`config.mk`:
```
export PLATFORM = sky130hd
export DESIGN_NAME = sha256_stream_core
export DESIGN_NICKNAME = d
export VERILOG_FILES = /design/src/rtl/sha256_stream_core.sv
export SDC_FILE = /design/constraint.sdc
export NUM_CORES = 2
export LEC_CHECK = 0
export ABC_CLOCK_PERIOD_IN_PS = 24800
export BUFFER_PORTS_ARGS = -buffer_cell sky130_fd_sc_hd__buf_2
export CAP_MARGIN = 20
export CORE_MARGIN = 3
export CORE_UTILIZATION = 51
export CTS_CLUSTER_DIAMETER = 200
export DETAILED_ROUTE_END_ITERATION = 12
export PLACE_DENSITY_LB_ADDON = 0.05
export REMOVE_ABC_BUFFERS = 1
export SYNTH_ARGS = -nofsm -noshare
export SYNTH_HDL_FRONTEND = slang
export SYNTH_SLANG_ARGS = --single-unit
```
`constraint.sdc`:
```
create_clock -name clk -period 24.8 [get_ports clk]
set_input_delay 0 -clock clk [delete_from_list [all_inputs] [get_ports clk]]
set_output_delay 0 -clock clk [all_outputs]
set_load 0.01 [all_outputs]
```
`src/rtl/sha256_stream_core.sv`:
```
// SHA-256/SHA-224 engine: streams a fixed-length word message from memory,
// pads it on the fly across as many 512-bit blocks as needed, writes the digest back.
`timescale 1ns/1ps
module sha256_stream_core #(
    parameter int NUM_OF_WORDS = 20
) (
    input  logic        clk,
    input  logic        reset,
    input  logic        start,
    input  logic        mode,
    input  logic [15:0] message_addr,
    input  logic [15:0] output_addr,
    output logic        busy,
    output logic        done,
    output logic        mem_clk,
    output logic        mem_we,
    output logic [15:0] mem_addr,
    output logic [31:0] mem_write_data,
    input  logic [31:0] mem_read_data
);
    localparam int          NUM_BLOCKS = (NUM_OF_WORDS + 18) / 16;
    localparam logic [15:0] MSG_WORDS  = 16'(NUM_OF_WORDS);
    localparam logic [15:0] LEN_LO_IDX = 16'(16 * NUM_BLOCKS - 1);
    localparam logic [31:0] LEN_LO     = 32'(32 * NUM_OF_WORDS);
    localparam logic [7:0]  LAST_BLK   = 8'(NUM_BLOCKS - 1);

    localparam logic [31:0] K [64] = '{
        32'h428a2f98, 32'h71374491, 32'hb5c0fbcf, 32'he9b5dba5, 32'h3956c25b, 32'h59f111f1, 32'h923f82a4, 32'hab1c5ed5,
        32'hd807aa98, 32'h12835b01, 32'h243185be, 32'h550c7dc3, 32'h72be5d74, 32'h80deb1fe, 32'h9bdc06a7, 32'hc19bf174,
        32'he49b69c1, 32'hefbe4786, 32'h0fc19dc6, 32'h240ca1cc, 32'h2de92c6f, 32'h4a7484aa, 32'h5cb0a9dc, 32'h76f988da,
        32'h983e5152, 32'ha831c66d, 32'hb00327c8, 32'hbf597fc7, 32'hc6e00bf3, 32'hd5a79147, 32'h06ca6351, 32'h14292967,
        32'h27b70a85, 32'h2e1b2138, 32'h4d2c6dfc, 32'h53380d13, 32'h650a7354, 32'h766a0abb, 32'h81c2c92e, 32'h92722c85,
        32'ha2bfe8a1, 32'ha81a664b, 32'hc24b8b70, 32'hc76c51a3, 32'hd192e819, 32'hd6990624, 32'hf40e3585, 32'h106aa070,
        32'h19a4c116, 32'h1e376c08, 32'h2748774c, 32'h34b0bcb5, 32'h391c0cb3, 32'h4ed8aa4a, 32'h5b9cca4f, 32'h682e6ff3,
        32'h748f82ee, 32'h78a5636f, 32'h84c87814, 32'h8cc70208, 32'h90befffa, 32'ha4506ceb, 32'hbef9a3f7, 32'hc67178f2};
    localparam logic [31:0] IV256 [8] = '{32'h6a09e667, 32'hbb67ae85, 32'h3c6ef372, 32'ha54ff53a,
                                          32'h510e527f, 32'h9b05688c, 32'h1f83d9ab, 32'h5be0cd19};
    localparam logic [31:0] IV224 [8] = '{32'hc1059ed8, 32'h367cd507, 32'h3070dd17, 32'hf70e5939,
                                          32'hffc00b31, 32'h68581511, 32'h64f98fa7, 32'hbefa4fa4};

    typedef enum logic [2:0] {IDLE, READ, COMPUTE, UPDATE, WRITE, DONE} state_t;

    state_t      state, state_next;
    logic [6:0]  cnt;
    logic [7:0]  blk;
    logic        mode_q;
    logic [15:0] msg_base, out_base;
    logic [31:0] hv   [8];
    logic [31:0] work [8];
    logic [31:0] win  [16];
    logic [15:0] word_idx;
    logic [31:0] pad_word, w_next, t1, t2;
    logic        last_write;

    function automatic logic [31:0] rotr(input logic [31:0] x, input int n);
        return (x >> n) | (x << (32 - n));
    endfunction

    function automatic logic [31:0] big_s0(input logic [31:0] x);
        return rotr(x, 2) ^ rotr(x, 13) ^ rotr(x, 22);
    endfunction

    function automatic logic [31:0] big_s1(input logic [31:0] x);
        return rotr(x, 6) ^ rotr(x, 11) ^ rotr(x, 25);
    endfunction

    function automatic logic [31:0] small_s0(input logic [31:0] x);
        return rotr(x, 7) ^ rotr(x, 18) ^ (x >> 3);
    endfunction

    function automatic logic [31:0] small_s1(input logic [31:0] x);
        return rotr(x, 17) ^ rotr(x, 19) ^ (x >> 10);
    endfunction

    assign mem_clk = clk;

    // The word captured on READ cycle cnt was addressed on cycle cnt-1.
    assign word_idx   = {4'b0, blk, 4'b0} + {9'b0, cnt} - 16'd1;
    assign pad_word   = (word_idx <  MSG_WORDS)  ? mem_read_data :
                        (word_idx == MSG_WORDS)  ? 32'h8000_0000 :
                        (word_idx == LEN_LO_IDX) ? LEN_LO : 32'h0;
    assign w_next     = small_s1(win[14]) + win[9] + small_s0(win[1]) + win[0];
    assign t1         = work[7] + big_s1(work[4]) + ((work[4] & work[5]) ^ (~work[4] & work[6]))
                        + K[cnt[5:0]] + win[0];
    assign t2         = big_s0(work[0]) + ((work[0] & work[1]) ^ (work[0] & work[2]) ^ (work[1] & work[2]));
    assign last_write = (cnt[2:0] == (mode_q ? 3'd6 : 3'd7));

    always_comb begin
        state_next     = state;
        busy           = 1'b1;
        done           = 1'b0;
        mem_we         = 1'b0;
        mem_addr       = 16'h0;
        mem_write_data = 32'h0;
        case (state)
            IDLE: begin
                busy = 1'b0;
                if (start) state_next = READ;
            end
            READ: begin
                if (cnt < 7'd16) mem_addr = msg_base + {4'b0, blk, 4'b0} + {9'b0, cnt};
                if (cnt == 7'd16) state_next = COMPUTE;
            end
            COMPUTE: if (cnt == 7'd63) state_next = UPDATE;
            UPDATE:  state_next = (blk == LAST_BLK) ? WRITE : READ;
            WRITE: begin
                mem_we         = 1'b1;
                mem_addr       = out_base + {9'b0, cnt};
                mem_write_data = hv[cnt[2:0]];
                if (last_write) state_next = DONE;
            end
            DONE: begin
                done       = 1'b1;
                state_next = IDLE;
            end
            default: state_next = IDLE;
        endcase
    end

    always_ff @(posedge clk) begin
        if (reset) begin
            state    <= IDLE;
            cnt      <= 7'd0;
            blk      <= 8'd0;
            mode_q   <= 1'b0;
            msg_base <= 16'h0;
            out_base <= 16'h0;
        end else begin
            state <= state_next;
            case (state)
                IDLE: if (start) begin
                    cnt      <= 7'd0;
                    blk      <= 8'd0;
                    mode_q   <= mode;
                    msg_base <= message_addr;
                    out_base <= output_addr;
                end
                READ, COMPUTE, WRITE: cnt <= (state_next == state) ? cnt + 7'd1 : 7'd0;
                UPDATE: begin
                    cnt <= 7'd0;
                    if (blk != LAST_BLK) blk <= blk + 8'd1;
                end
                default: cnt <= 7'd0;
            endcase
        end
    end

    // NOTE: the hash datapath has no reset; every run reloads it before any value is used.
    always_ff @(posedge clk) begin
        case (state)
            IDLE: if (start) begin
                for (int i = 0; i < 8; i++) hv[i] <= mode ? IV224[i] : IV256[i];
            end
            READ: begin
                if (cnt != 7'd0) begin
                    for (int i = 0; i < 15; i++) win[i] <= win[i + 1];
                    win[15] <= pad_word;
                end
                if (cnt == 7'd16) begin
                    for (int i = 0; i < 8; i++) work[i] <= hv[i];
                end
            end
            COMPUTE: begin
                for (int i = 0; i < 15; i++) win[i] <= win[i + 1];
                win[15] <= w_next;
                work[0] <= t1 + t2;
                work[1] <= work[0];
                work[2] <= work[1];
                work[3] <= work[2];
                work[4] <= work[3] + t1;
                work[5] <= work[4];
                work[6] <= work[5];
                work[7] <= work[6];
            end
            UPDATE: begin
                for (int i = 0; i < 8; i++) hv[i] <= hv[i] + work[i];
            end
            default: ;
        endcase
    end
endmodule
```
==> impl_metrics.json <==
{
  "status": "finished clean",
  "async_flop_share": 0,
  "area_delta_synth_final_pct": 11.9,
  "timing.rr.start": "cnt[1]",
  "cts_hold_buf": 162,
  "multiInputGateArea_sq_mm": 0.0344,
  "netlist_instances": 6243,
  "placed_area_sq_mm": 0.0710,
  "slew_headroom": 0.176,
  "antenna_found_initial": 6,
  "ir_worst_vdd_mv": 0.0823,
  "synthFlopType": "edfxtp_1",
  "worst_ep_required_time_ns": 24.80,
  "rows": 133,
  "min_path_type": "input port to flip-flop",
  "r2r_cells": 35,
  "synth_edf_count": 1024,
  "cts_tree": "yes",
  "yosysUniqueCellTypes": 88,
  "cap_viol_max_count": 0,
  "crit_path_end_kind": "primary output",
  "synth_seq_cells": 1078,
  "cpPeakStageDelay_ns": 0.13,
  "seqCellArea_sq_mm": 0.0318,
  "die-area_sq_mm": 0.139,
  "postRouteWirelength_um": 228000,
  "path_cells": "clkbuf_16 > clkbuf_16 > buf_2",
  "grt_max_degree": 194,
  "top_layer": "met5",
  "grt_setup_unrepaired": "no",
  "hpwl_um": 170000,
  "drv_slew": 0,
  "grt_usage": 0.327,
  "hold_viol": 0,
  "cts_resized": 0,
  "avgRoutedWirePerCell_um": 27.4,
  "startpoint_type": "clock port",
  "die_x_um": 373,
  "ys_top_cells_by_area": "edfxtp_1, ha_1, fa_1",
  "route.met3.wl_um": 15800,
  "finalClockSkew_ns": 0.0988,
  "clock_latency_ns": 0.91,
  "fillers": 11100,
  "layout_commonest_cell": "edfxtp_1",
  "path_clk_slew_ns": 0.06,
  "vias": 50400,
  "synth_top_area_cell": "edfxtp_1",
  "yosysTopAreaCellShare": 0.449,
  "coreArea_sq_mm": 0.132,
  "grt_pass1_wl_um": 331000,
  "die_h_um": 373,
  "p_leak_nw": 29.7,
  "portBuffers": 119,
  "crit_top_cell": "clkbuf_16",
  "setup_viol": 0,
  "synth_warnings": 0,
  "cts_setup_buffers": 0,
  "tightest_slew_ns": 1.21,
  "critPathBufInv": 3,
  "whs_ns": 0.238,
  "ios": 120,
  "reg2reg_to": "work[0][31]",
  "start_util": 0.517,
  "hold_start": "mem_read_data[7]",
  "antenna_left": 0,
  "setup.worst_path.class": "clock port to primary output",
  "layout_common_cells": "edfxtp_1, nand2_1, o21ai_0, ha_1, a21oi_1",
  "drive_gt1_frac": 0.0929,
  "wl_met2_um": 109000,
  "holdPathEnd": "win[1][231]",
  "wl_met1_um": 94100,
  "r2r_slack_ns": 14.41,
  "critPathMaxFanout": 2,
  "hold_depth": 4,
  "grt-ovfl-total": 0,
  "cpLargestDelayFamily": "buffers and inverters",
  "p_per_area_mw_per_mm2": 68.0,
  "worstPathArrival_ns": 12.77,
  "drt_iter0_markers": 5302,
  "syn_area_sq_mm": 0.0685,
  "ys_seq_area_frac": 0.465,
  "cpMaxStageDelayCell": "clkbuf_16",
  "grt_pass1_vias": 48600,
  "fin_area_sq_mm": 0.0767,
  "post_drt_via_cell_ratio": 6.06,
  "place_congestion": 0.975,
  "detailedRoute.firstPassIterationCount": 8,
  "drc": 0,
  "nets": 7173,
  "syn_area_per_cell_sq_um": 11.0
}
[cells by family after synthesis]
| group | after synthesis | synth area share |
|---|---|---|
| AND/OR/NAND/NOR | 1581 | 0.101 |
| AO/OA/AOI/OAI | 1510 | 0.137 |
| flip-flops | 1078 | 0.465 |
| adder cells (fa/ha/maj) | 643 | 0.139 |
| XOR/XNOR | 616 | 0.0790 |
| buffers and inverters | 612 | 0.0339 |
| multiplexers | 203 | 0.0449 |
[worst reg2reg max path: cells and delay by family (launching register included)]
kind | cells | cell delay [ns]
compound gates | 17 | 3.88
fa+ha+maj | 7 | 3.15
simple gates | 3 | 1.34
buf+inv | 6 | 0.82
xor+xnor | 2 | 0.64
flops | 1 | 0.30
[layer usage]
| layer | vias up | GRT usage |
|---|---|---|
| met2 | 1867 | 0.536 |
| met5 | - | 0 |
| li1 | 23000 | - |
| met4 | 6 | 0.126 |
| met3 | 391 | 0.0526 |
| met1 | 25100 | 0.437 |
[through the flow]
stage / utilization / cells / total power, mW / TNS, ns / setup WS [ns]
finish: 0.579 / 8322 / 5.21 / 0 / 12.03
global route: 0.579 / 8321 / 5.44 / 0 / 12.02
CTS: 0.579 / 8317 / 5.23 / 0 / 12.02
detailed placement: 0.536 / 7932 / 3.39 / 0 / 12.29
global placement: 0.536 / 7932 / 3.38 / 0 / 12.29
floorplan: - / 5977 / 3.05 / -2070.62 / -8.09
[power by group]
| group | switching, mW | total, mW | internal [mW] |
|---|---|---|---|
| Combinational | 0.765 | 1.29 | 0.523 |
| Clock | 0.792 | 1.82 | 1.03 |
| Sequential | 0.0486 | 2.11 | 2.06 |
| Total | 1.60 | 5.21 | 3.61 |
[how the worst max path moves through the flow]
stage                     slack (ns)  depth (start not counted)  startpoint          to
after detailed placement       12.29                          1         clk     mem_clk
after floorplan                -8.09                          2    state[2]  work[0][0]
final                          12.03                          3         clk     mem_clk
after global placement         12.29                          1         clk     mem_clk
after global routing           12.02                          3         clk     mem_clk
after CTS                      12.02                          3         clk     mem_clk
[cells in the mapped netlist (23+ instances only)]
cell type	instances
xnor2_1	386
nor2b_1	46
a21o_1	201
ha_1	439
mux2i_1	45
edfxtp_1	1024
o21ai_0	442
mux2_2	83
mux4_2	75
nand2b_1	63
a21oi_1	408
dfxtp_1	54
o21bai_1	38
or3_1	25
nand3_1	93
and3_1	33
a31oi_1	49
o211ai_1	27
xor2_1	229
o31ai_1	28
a211oi_1	44
a22o_1	26
nand2_1	821
a21boi_0	23
o21a_1	49
clkbuf_1	217
nor3_1	74
inv_1	345
buf_1	41
fa_1	201
nor2_1	315
[area by class of cell]
type / count / area share
Clock buffer: 140 / 0.0414
Sequential cell: 1078 / 0.415
Multi-Input combinational cell: 4553 / 0.449
Tap cell: 1755 / 0.0286
Antenna cell: 1 / 0.0000326
Timing Repair Buffer: 365 / 0.0376
Clock inverter: 84 / 0.0112
Inverter: 346 / 0.0169
[sequential cells by signal (all words and copies together) (netlist names), named ones only]
signal    cells
win         512
mode_q        1
hv          256
out_base     16
work        256
blk           8
msg_base     16
cnt           7
state         3
No activity file was read; power rests on OpenSTA's default activity.
